`config.mk`:
```
export PLATFORM = sky130hd
export DESIGN_NAME = motor_drive_ctrl
export DESIGN_NICKNAME = d
export VERILOG_FILES = /design/src/rtl/motor_drive_pkg.sv /design/src/rtl/motor_bridge_fsm.sv /design/src/rtl/motor_drive_ctrl.sv
export SDC_FILE = /design/constraint.sdc
export NUM_CORES = 1
export LEC_CHECK = 0
export CORE_ASPECT_RATIO = 0.9
export CORE_MARGIN = 3
export CORE_UTILIZATION = 35
export DETAILED_ROUTE_END_ITERATION = 6
export MAX_ROUTING_LAYER = met4
export PLACE_DENSITY_LB_ADDON = 0.15
export SETUP_SLACK_MARGIN = 0.15
export SYNTH_ARGS = -nofsm -noshare
export SYNTH_HDL_FRONTEND = slang
export SYNTH_SLANG_ARGS = --single-unit
```
`constraint.sdc`:
```
create_clock -name clk -period 2.1 [get_ports clk]
set_input_delay 0.63 -clock clk [delete_from_list [all_inputs] [get_ports clk]]
set_output_delay 0.63 -clock clk [all_outputs]
set_load 0.01 [all_outputs]
```
`src/rtl/motor_drive_pkg.sv`:
```
// motor_drive_pkg
// Shared definitions for the motor drive controller. It holds the drive
// command codes, the per-wheel direction request type, the wheel FSM state
// type, and a helper that folds the unused command codes onto stop.
package motor_drive_pkg;

    localparam logic [2:0] CMD_STOP  = 3'd0;
    localparam logic [2:0] CMD_FWD   = 3'd1;
    localparam logic [2:0] CMD_REV   = 3'd2;
    localparam logic [2:0] CMD_LEFT  = 3'd3;
    localparam logic [2:0] CMD_RIGHT = 3'd4;

    typedef enum logic [1:0] {
        DIR_OFF = 2'd0,
        DIR_FWD = 2'd1,
        DIR_REV = 2'd2
    } dir_e;

    typedef enum logic [1:0] {
        ST_OFF   = 2'd0,
        ST_DRIVE = 2'd1,
        ST_DEAD  = 2'd2
    } wheel_st_e;

    // Codes 5..7 have no meaning and are stored as stop.
    function automatic logic [2:0] sanitize_cmd(input logic [2:0] c);
        return (c > CMD_RIGHT) ? CMD_STOP : c;
    endfunction

endpackage

```
`src/rtl/motor_bridge_fsm.sv`:
```
// motor_bridge_fsm
// Controls one H-bridge. It follows the requested direction and inserts a
// dead interval, with both inputs low, whenever the direction reverses.
// Ports:
//   clk, rst_n   clock, asynchronous active-low reset
//   req          requested direction (off / forward / reverse)
//   pwm_on       PWM gate for the current cycle
//   fwd, rev     registered bridge inputs
//   dead_active  high while the bridge is in its dead interval
module motor_bridge_fsm
    import motor_drive_pkg::*;
#(
    parameter int DEAD_CYC = 1000
) (
    input  logic clk,
    input  logic rst_n,
    input  dir_e req,
    input  logic pwm_on,
    output logic fwd,
    output logic rev,
    output logic dead_active
);

    localparam int CNT_W = (DEAD_CYC > 1) ? $clog2(DEAD_CYC) : 1;

    wheel_st_e        state;
    dir_e             dir_q;
    logic [CNT_W-1:0] dead_cnt;

    always_ff @(posedge clk or negedge rst_n) begin
        if (!rst_n) begin
            state    <= ST_OFF;
            dir_q    <= DIR_OFF;
            dead_cnt <= '0;
            fwd      <= 1'b0;
            rev      <= 1'b0;
        end else begin
            // The outputs follow the state of the previous cycle. Because dir_q
            // holds a single direction, fwd and rev can never both be high.
            fwd <= (state == ST_DRIVE) && (dir_q == DIR_FWD) && pwm_on;
            rev <= (state == ST_DRIVE) && (dir_q == DIR_REV) && pwm_on;

            case (state)
                ST_OFF: begin
                    if (req != DIR_OFF) begin
                        state <= ST_DRIVE;
                        dir_q <= req;
                    end
                end
                ST_DRIVE: begin
                    if (req == DIR_OFF) begin
                        state <= ST_OFF;
                        dir_q <= DIR_OFF;
                    end else if (req != dir_q) begin
                        state    <= ST_DEAD;
                        dead_cnt <= CNT_W'(DEAD_CYC - 1);
                    end
                end
                ST_DEAD: begin
                    // The dead interval always runs its full length. The request
                    // is only sampled on the exit cycle.
                    if (dead_cnt == '0) begin
                        if (req == DIR_OFF) begin
                            state <= ST_OFF;
                            dir_q <= DIR_OFF;
                        end else begin
                            state <= ST_DRIVE;
                            dir_q <= req;
                        end
                    end else begin
                        dead_cnt <= dead_cnt - 1'b1;
                    end
                end
                default: begin
                    state <= ST_OFF;
                    dir_q <= DIR_OFF;
                end
            endcase
        end
    end

    assign dead_active = (state == ST_DEAD);

endmodule

```
`src/rtl/motor_drive_ctrl.sv`:
```
// motor_drive_ctrl
// Turns remote drive commands into H-bridge drive for two wheels. It adds
// PWM speed control, dead time on direction reversal, and a command watchdog.
// Ports:
//   clk, rst_n   clock, asynchronous active-low reset
//   cmd_valid    strobe; cmd and speed are sampled while it is high
//   cmd          0 stop, 1 fwd, 2 rev, 3 left, 4 right, 5..7 stop
//   speed        duty request; all-ones means always on
//   motor        {IN4,IN3,IN2,IN1}; A = {IN2 rev, IN1 fwd}, B = {IN3 rev, IN4 fwd}
//   dead_active  bit0 wheel A, bit1 wheel B in dead time
//   timeout      watchdog expired, both wheels forced off
module motor_drive_ctrl
    import motor_drive_pkg::*;
#(
    parameter int PWM_W       = 8,
    parameter int DEAD_CYC    = 1000,
    parameter int TIMEOUT_CYC = 5000000
) (
    input  logic             clk,
    input  logic             rst_n,
    input  logic             cmd_valid,
    input  logic [2:0]       cmd,
    input  logic [PWM_W-1:0] speed,
    output logic [3:0]       motor,
    output logic [1:0]       dead_active,
    output logic             timeout
);

    logic [2:0]       cmd_reg;
    logic [PWM_W-1:0] speed_reg;
    logic [PWM_W-1:0] duty;
    logic [PWM_W-1:0] pwm_cnt;
    logic             pwm_on;
    logic             timeout_r;
    dir_e             req_a;
    dir_e             req_b;
    logic             a_fwd, a_rev, b_fwd, b_rev;

    always_ff @(posedge clk or negedge rst_n) begin
        if (!rst_n) begin
            cmd_reg   <= CMD_STOP;
            speed_reg <= '0;
        end else if (cmd_valid) begin
            cmd_reg   <= sanitize_cmd(cmd);
            speed_reg <= speed;
        end
    end

    // The duty only changes at the counter wrap, so a PWM period never mixes
    // two duty values.
    always_ff @(posedge clk or negedge rst_n) begin
        if (!rst_n) begin
            pwm_cnt <= '0;
            duty    <= '0;
        end else begin
            pwm_cnt <= pwm_cnt + 1'b1;
            if (pwm_cnt == '1) begin
                duty <= speed_reg;
            end
        end
    end

    assign pwm_on = (pwm_cnt < duty) || (duty == '1);

    generate
        if (TIMEOUT_CYC > 0) begin : g_wd
            localparam int WD_W = (TIMEOUT_CYC > 1) ? $clog2(TIMEOUT_CYC + 1) : 1;
            localparam logic [WD_W-1:0] WD_MAX = WD_W'(TIMEOUT_CYC);

            logic [WD_W-1:0] wd_cnt;

            always_ff @(posedge clk or negedge rst_n) begin
                if (!rst_n) begin
                    wd_cnt    <= '0;
                    timeout_r <= 1'b0;
                end else if (cmd_valid) begin
                    // A command that arrives on the expiry cycle takes priority.
                    wd_cnt    <= '0;
                    timeout_r <= 1'b0;
                end else if (wd_cnt != WD_MAX) begin
                    wd_cnt <= wd_cnt + 1'b1;
                    if (wd_cnt + 1'b1 == WD_MAX) begin
                        timeout_r <= 1'b1;
                    end
                end
            end
        end else begin : g_no_wd
            assign timeout_r = 1'b0;
        end
    endgenerate

    always_comb begin
        req_a = DIR_OFF;
        req_b = DIR_OFF;
        if (!timeout_r) begin
            case (cmd_reg)
                CMD_FWD:   begin req_a = DIR_FWD; req_b = DIR_FWD; end
                CMD_REV:   begin req_a = DIR_REV; req_b = DIR_REV; end
                CMD_LEFT:  begin req_a = DIR_FWD; req_b = DIR_OFF; end
                CMD_RIGHT: begin req_a = DIR_OFF; req_b = DIR_FWD; end
                default:   begin req_a = DIR_OFF; req_b = DIR_OFF; end
            endcase
        end
    end

    motor_bridge_fsm #(.DEAD_CYC(DEAD_CYC)) u_wheel_a (
        .clk         (clk),
        .rst_n       (rst_n),
        .req         (req_a),
        .pwm_on      (pwm_on),
        .fwd         (a_fwd),
        .rev         (a_rev),
        .dead_active (dead_active[0])
    );

    motor_bridge_fsm #(.DEAD_CYC(DEAD_CYC)) u_wheel_b (
        .clk         (clk),
        .rst_n       (rst_n),
        .req         (req_b),
        .pwm_on      (pwm_on),
        .fwd         (b_fwd),
        .rev         (b_rev),
        .dead_active (dead_active[1])
    );

    assign motor   = {b_fwd, b_rev, a_rev, a_fwd};
    assign timeout = timeout_r;

endmodule

```
==> metrics.txt <==
# TYPE chip_impl_metric gauge
chip_impl_metric{name="finalHoldViolations",unit=""} 0
chip_impl_metric{name="fp.coreArea",unit="um2"} 12270
chip_impl_info{name="timing.critical_path.slowest_stage_cell",value="sky130_fd_sc_hd__dfrtp_2"} 1
chip_impl_metric{name="postSynth.asyncResetShare",unit="%"} 100.0
chip_impl_metric{name="buffer_depth_of_the_longest_clock_path",unit=""} 2
chip_impl_metric{name="vias",unit=""} 3464
chip_impl_metric{name="die_w",unit="um"} 125.0
chip_impl_info{name="tritoncts",value="yes"} 1
chip_impl_metric{name="leakagePower",unit="nW"} 2.352
chip_impl_info{name="r2r_path_start",value="u_wheel_a.dead_cnt[0]"} 1
chip_impl_info{name="worstSetupStartpoint",value="timeout"} 1
chip_impl_metric{name="r2r.worst_path.cells",unit=""} 6
chip_impl_metric{name="cts.hold.buffers_added",unit=""} 0
chip_impl_metric{name="number_of_synthesized_flops_with_an_enable_pin",unit=""} 0
chip_impl_metric{name="synth_seq_cells",unit=""} 83
chip_impl_metric{name="post_layout_total_power",unit="mW"} 4.951
chip_impl_metric{name="layout_min_cycle_time",unit="ns"} 1.916
chip_impl_metric{name="clk_transition_reported_paths",unit="ns"} 0.06
chip_impl_metric{name="post_synth_instance_area",unit="um2"} 4462
chip_impl_info{name="worstSetupEndpoint",value="timeout"} 1
chip_impl_info{name="kind_of_launch_point_of_the_worst_setup_path",value="flop"} 1
chip_impl_metric{name="clk-insertion-delay-late",unit="ns"} 0.34
chip_impl_metric{name="cts-buffers-inserted",unit=""} 9
chip_impl_info{name="synthTopCellsByArea",value="sky130_fd_sc_hd__dfrtp_1, sky130_fd_sc_hd__xnor2_1, sky130_fd_sc_hd__o21ai_0"} 1
chip_impl_metric{name="initial_core_util",unit="%"} 36.37
chip_impl_metric{name="drt_first_iter_violations",unit=""} 201
chip_impl_metric{name="largest_register_ffs",unit=""} 23
chip_impl_info{name="critical_path.cell_chain",value="buf_4 > buf_4 > dlygate4sd2_1"} 1
chip_impl_metric{name="antenna_cells",unit=""} 0
chip_impl_metric{name="globalplace.congestion",unit=""} 0.8065
chip_impl_metric{name="timing.reg2reg.setup_slack",unit="ns"} 0.21
chip_impl_metric{name="avgRoutedWirePerCell",unit="um"} 13.85
chip_impl_info{name="worst_path_dominant_cell_family",value="buffers and inverters"} 1
chip_impl_metric{name="synth.distinct_cells",unit=""} 61
chip_impl_metric{name="cpPeakStageDelay",unit="ns"} 0.41
chip_impl_metric{name="worstPathMaxFanout",unit=""} 2
chip_impl_metric{name="drv_cap",unit=""} 0
chip_impl_info{name="end_kind",value="output port"} 1
chip_impl_info{name="top_register_by_number_of_flip_flops",value="g_wd.wd_cnt"} 1
chip_impl_metric{name="worst-endpoint-arrival",unit="ns"} 1.29
chip_impl_metric{name="skew",unit="ns"} 0.005769
chip_impl_metric{name="firstDrtPassIters",unit=""} 4
chip_impl_metric{name="floorplan.die.height",unit="um"} 113.1
chip_impl_metric{name="relSlewSlack",unit="%"} 64.65
chip_impl_metric{name="grt_max_degree",unit=""} 33
chip_impl_metric{name="worst-path-stages",unit=""} 3
chip_impl_metric{name="max_clock_freq",unit="GHz"} 0.5219
chip_impl_metric{name="rows",unit=""} 38
chip_impl_metric{name="i_o_pins",unit=""} 21
chip_impl_info{name="critPathKind",value="reg -> out"} 1
chip_impl_metric{name="drive_gt1_share",unit="%"} 24.42
chip_impl_metric{name="vias_in_the_first_global_route",unit=""} 3330
chip_impl_metric{name="syn2layout_area_growth",unit="%"} 25.57
chip_impl_metric{name="dp.final_hpwl",unit="um"} 6590
chip_impl_info{name="biggestRegsByFlops",value="g_wd.wd_cnt x23, u_wheel_a.dead_cnt x10, u_wheel_b.dead_cnt x10"} 1
chip_impl_info{name="run_status",value="completed"} 1
chip_impl_metric{name="cts_htree_levels",unit=""} 3
chip_impl_metric{name="syn_area_per_cell",unit="um2"} 9.637
chip_impl_metric{name="setup_tns",unit="ns"} 0
chip_impl_info{name="ys.flop_type",value="sky130_fd_sc_hd__dfrtp_1"} 1
chip_impl_metric{name="grt_pass1_wl",unit="um"} 16370
chip_impl_metric{name="synth_cells",unit=""} 463
chip_impl_metric{name="finalSetupViolations",unit=""} 0
chip_impl_info{name="min_path_type",value="in -> async"} 1
chip_impl_metric{name="powerDensity",unit="nW/um2"} 883.6
chip_impl_metric{name="cp.buffers_inverters",unit=""} 3
chip_impl_info{name="synth_top_cell_by_area",value="sky130_fd_sc_hd__dfrtp_1"} 1
chip_impl_metric{name="synth_warnings",unit=""} 0
chip_impl_metric{name="synth_fp_nets",unit=""} 489
chip_impl_metric{name="synth.top_cell.area_share",unit="%"} 46.55
chip_impl_metric{name="synth_seq_area_share",unit="%"} 46.55
chip_impl_metric{name="tightestPinTransition",unit="ns"} 0.5262
chip_impl_metric{name="route.detailed.drc",unit=""} 0
chip_impl_metric{name="slew_violations",unit=""} 0
chip_impl_info{name="capturing_point_of_the_worst_reg2reg_path",value="u_wheel_a.dead_cnt[9]"} 1
chip_impl_metric{name="critical_path_required",unit="ns"} 1.47
chip_impl_info{name="crit_path_frequent_cell",value="sky130_fd_sc_hd__buf_4"} 1
chip_impl_info{name="ctsRootBufferMaster",value="sky130_fd_sc_hd__clkbuf_16"} 1
chip_impl_metric{name="final_min_period_over_clock_period",unit="%"} 91.25
chip_impl_metric{name="grt_antenna_before_repair",unit=""} 0
chip_impl_metric{name="max-vdd-ir-drop",unit="uV"} 442.5
chip_impl_metric{name="final_net_count",unit=""} 541
chip_impl_metric{name="numClockSinks",unit=""} 83
chip_impl_metric{name="design.die.area",unit="um2"} 14140
chip_impl_metric{name="remaining_antenna_violation_count",unit=""} 0
chip_impl_metric{name="io_buffers",unit=""} 20
chip_impl_info{name="unrepaired_setup_endpoints_after_global_routing",value="true"} 1
chip_impl_metric{name="viasPerCell",unit=""} 5.094
chip_impl_metric{name="gr-usage-all-layers",unit="%"} 14.59
chip_impl_metric{name="postRouteWirelength",unit="um"} 9419
chip_impl_metric{name="globalRoute.totalOverflow",unit=""} 0
[logic make-up after synthesis]
kind of cell | count (synthesis) | synth area share, %
AND/OR/NAND/NOR | 176 | 21.56
AO/OA/AOI/OAI | 99 | 13.91
flip-flops | 83 | 46.55
buffers and inverters | 46 | 4.795
XOR/XNOR | 36 | 7.067
adder cells (fa/ha/maj) | 12 | 3.365
multiplexers | 11 | 2.748
[area by class of cell]
cell class	count	area, um2
Fill cell	1176	6664
Multi-Input combinational cell	334	2345
Sequential cell	83	2088
Timing Repair Buffer	67	584.3
Clock buffer	10	239.0
Tap cell	160	200.2
Inverter	20	75.07
Clock inverter	6	71.32
[worst reg2reg max path, stage by stage (launching register included)]
cell,delay [ns]
sky130_fd_sc_hd__dfrtp_1,0.38
sky130_fd_sc_hd__or3_4,0.40
sky130_fd_sc_hd__or3_4,0.34
sky130_fd_sc_hd__or3_4,0.36
sky130_fd_sc_hd__nor3_1,0.16
sky130_fd_sc_hd__o21ai_1,0.08
sky130_fd_sc_hd__o21ai_1,0.11
[layout by cell type (no fill, tap or decap), types with 6 or more instances in the layout]
cell | synthesis | layout
sky130_fd_sc_hd__dfrtp_1 | 83 | 74
sky130_fd_sc_hd__nor2_1 | 42 | 41
sky130_fd_sc_hd__buf_4 | 7 | 41
sky130_fd_sc_hd__nand2_1 | 36 | 34
sky130_fd_sc_hd__o21ai_0 | 34 | 30
sky130_fd_sc_hd__a21oi_1 | 25 | 25
sky130_fd_sc_hd__xnor2_1 | 26 | 24
sky130_fd_sc_hd__inv_1 | 19 | 19
sky130_fd_sc_hd__nand3_1 | 22 | 19
sky130_fd_sc_hd__clkdlybuf4s50_1 | 0 | 16
sky130_fd_sc_hd__ha_1 | 12 | 11
sky130_fd_sc_hd__xor2_1 | 10 | 10
sky130_fd_sc_hd__nor3_1 | 13 | 10
sky130_fd_sc_hd__o21ai_1 | 8 | 10
sky130_fd_sc_hd__mux2_2 | 10 | 10
sky130_fd_sc_hd__clkbuf_16 | 0 | 9
sky130_fd_sc_hd__dfrtp_2 | 0 | 9
sky130_fd_sc_hd__nand4_1 | 7 | 7
sky130_fd_sc_hd__and3_1 | 9 | 7
sky130_fd_sc_hd__a21o_1 | 6 | 6
[synthesized netlist by cell type (2+ instances only)]
cell type,instances
sky130_fd_sc_hd__nor2_1,42
sky130_fd_sc_hd__dfrtp_1,83
sky130_fd_sc_hd__a31o_2,3
sky130_fd_sc_hd__o22ai_1,2
sky130_fd_sc_hd__nor2b_1,5
sky130_fd_sc_hd__xnor2_1,26
sky130_fd_sc_hd__and2_1,5
sky130_fd_sc_hd__xor2_1,10
sky130_fd_sc_hd__nand3_1,22
sky130_fd_sc_hd__or3_1,9
sky130_fd_sc_hd__nand2_1,36
sky130_fd_sc_hd__nand2b_1,4
sky130_fd_sc_hd__a21o_1,6
sky130_fd_sc_hd__mux2_2,10
sky130_fd_sc_hd__a21oi_1,25
sky130_fd_sc_hd__nor4_1,2
sky130_fd_sc_hd__and3_1,9
sky130_fd_sc_hd__o32ai_1,2
sky130_fd_sc_hd__nor4b_1,2
sky130_fd_sc_hd__nor3_1,13
sky130_fd_sc_hd__o22a_1,2
sky130_fd_sc_hd__inv_1,19
sky130_fd_sc_hd__a31oi_1,3
sky130_fd_sc_hd__nand3b_1,2
sky130_fd_sc_hd__ha_1,12
sky130_fd_sc_hd__buf_4,7
sky130_fd_sc_hd__clkbuf_1,12
sky130_fd_sc_hd__o21ai_1,8
sky130_fd_sc_hd__o41ai_1,2
sky130_fd_sc_hd__nand4_1,7
sky130_fd_sc_hd__nor3b_2,2
sky130_fd_sc_hd__o21ai_0,34
sky130_fd_sc_hd__nor3b_1,5
sky130_fd_sc_hd__buf_2,5
[report_power, final]
| part | internal [mW] | leakage, nW | switching [mW] |
|---|---|---|---|
| logic | 0.616 | 1.18 | 0.628 |
| clock network | 0.964 | 0.146 | 0.674 |
| registers | 1.82 | 1.03 | 0.248 |
| total | 3.40 | 2.35 | 1.55 |
[through the flow]
stage / hold slack [ns] / utilization [%] / setup slack, ns / area [um2] / std cells
after floorplan: 0.3344 / - / 0.1851 / 4462 / 463
after global placement: 0.4671 / 40.65 / 0.06708 / 4986 / 649
after detailed placement: 0.4662 / 40.65 / 0.02937 / 4986 / 649
after CTS: 0.2032 / 43.86 / 0.1114 / 5380 / 669
after global routing: 0.2163 / 45.68 / 0.09040 / 5603 / 680
final: 0.2027 / 45.68 / 0.1838 / 5603 / 680
[worst min path at each step]
stage	startpoint	endpoint	cells after the start
3_3_place_gp	u_wheel_a.dead_cnt[9]	u_wheel_a.dead_cnt[9]	1
6_report	rst_n	duty[7]	1
5_1_grt	rst_n	pwm_cnt[2]	1
4_1_cts	rst_n	pwm_cnt[2]	1
2_1_floorplan	rst_n	cmd_reg[0]	0
3_5_place_dp	speed_reg[3]	duty[3]	2
[routing by layer]
metal	track usage (%)	wire length, um
met5	-	0
met1	20.15	4776
met3	3.303	323
met4	4.335	130
met2	21.61	4189
[timing repair]
item                                    in CTS  in global routing
resized for setup                           15                 39
endpoints found under the setup margin       5                 25
gates cloned                                 0                  1
pin swaps                                    2                 15
buffers inserted                             4                 10
(Power assumes the default switching activity.)
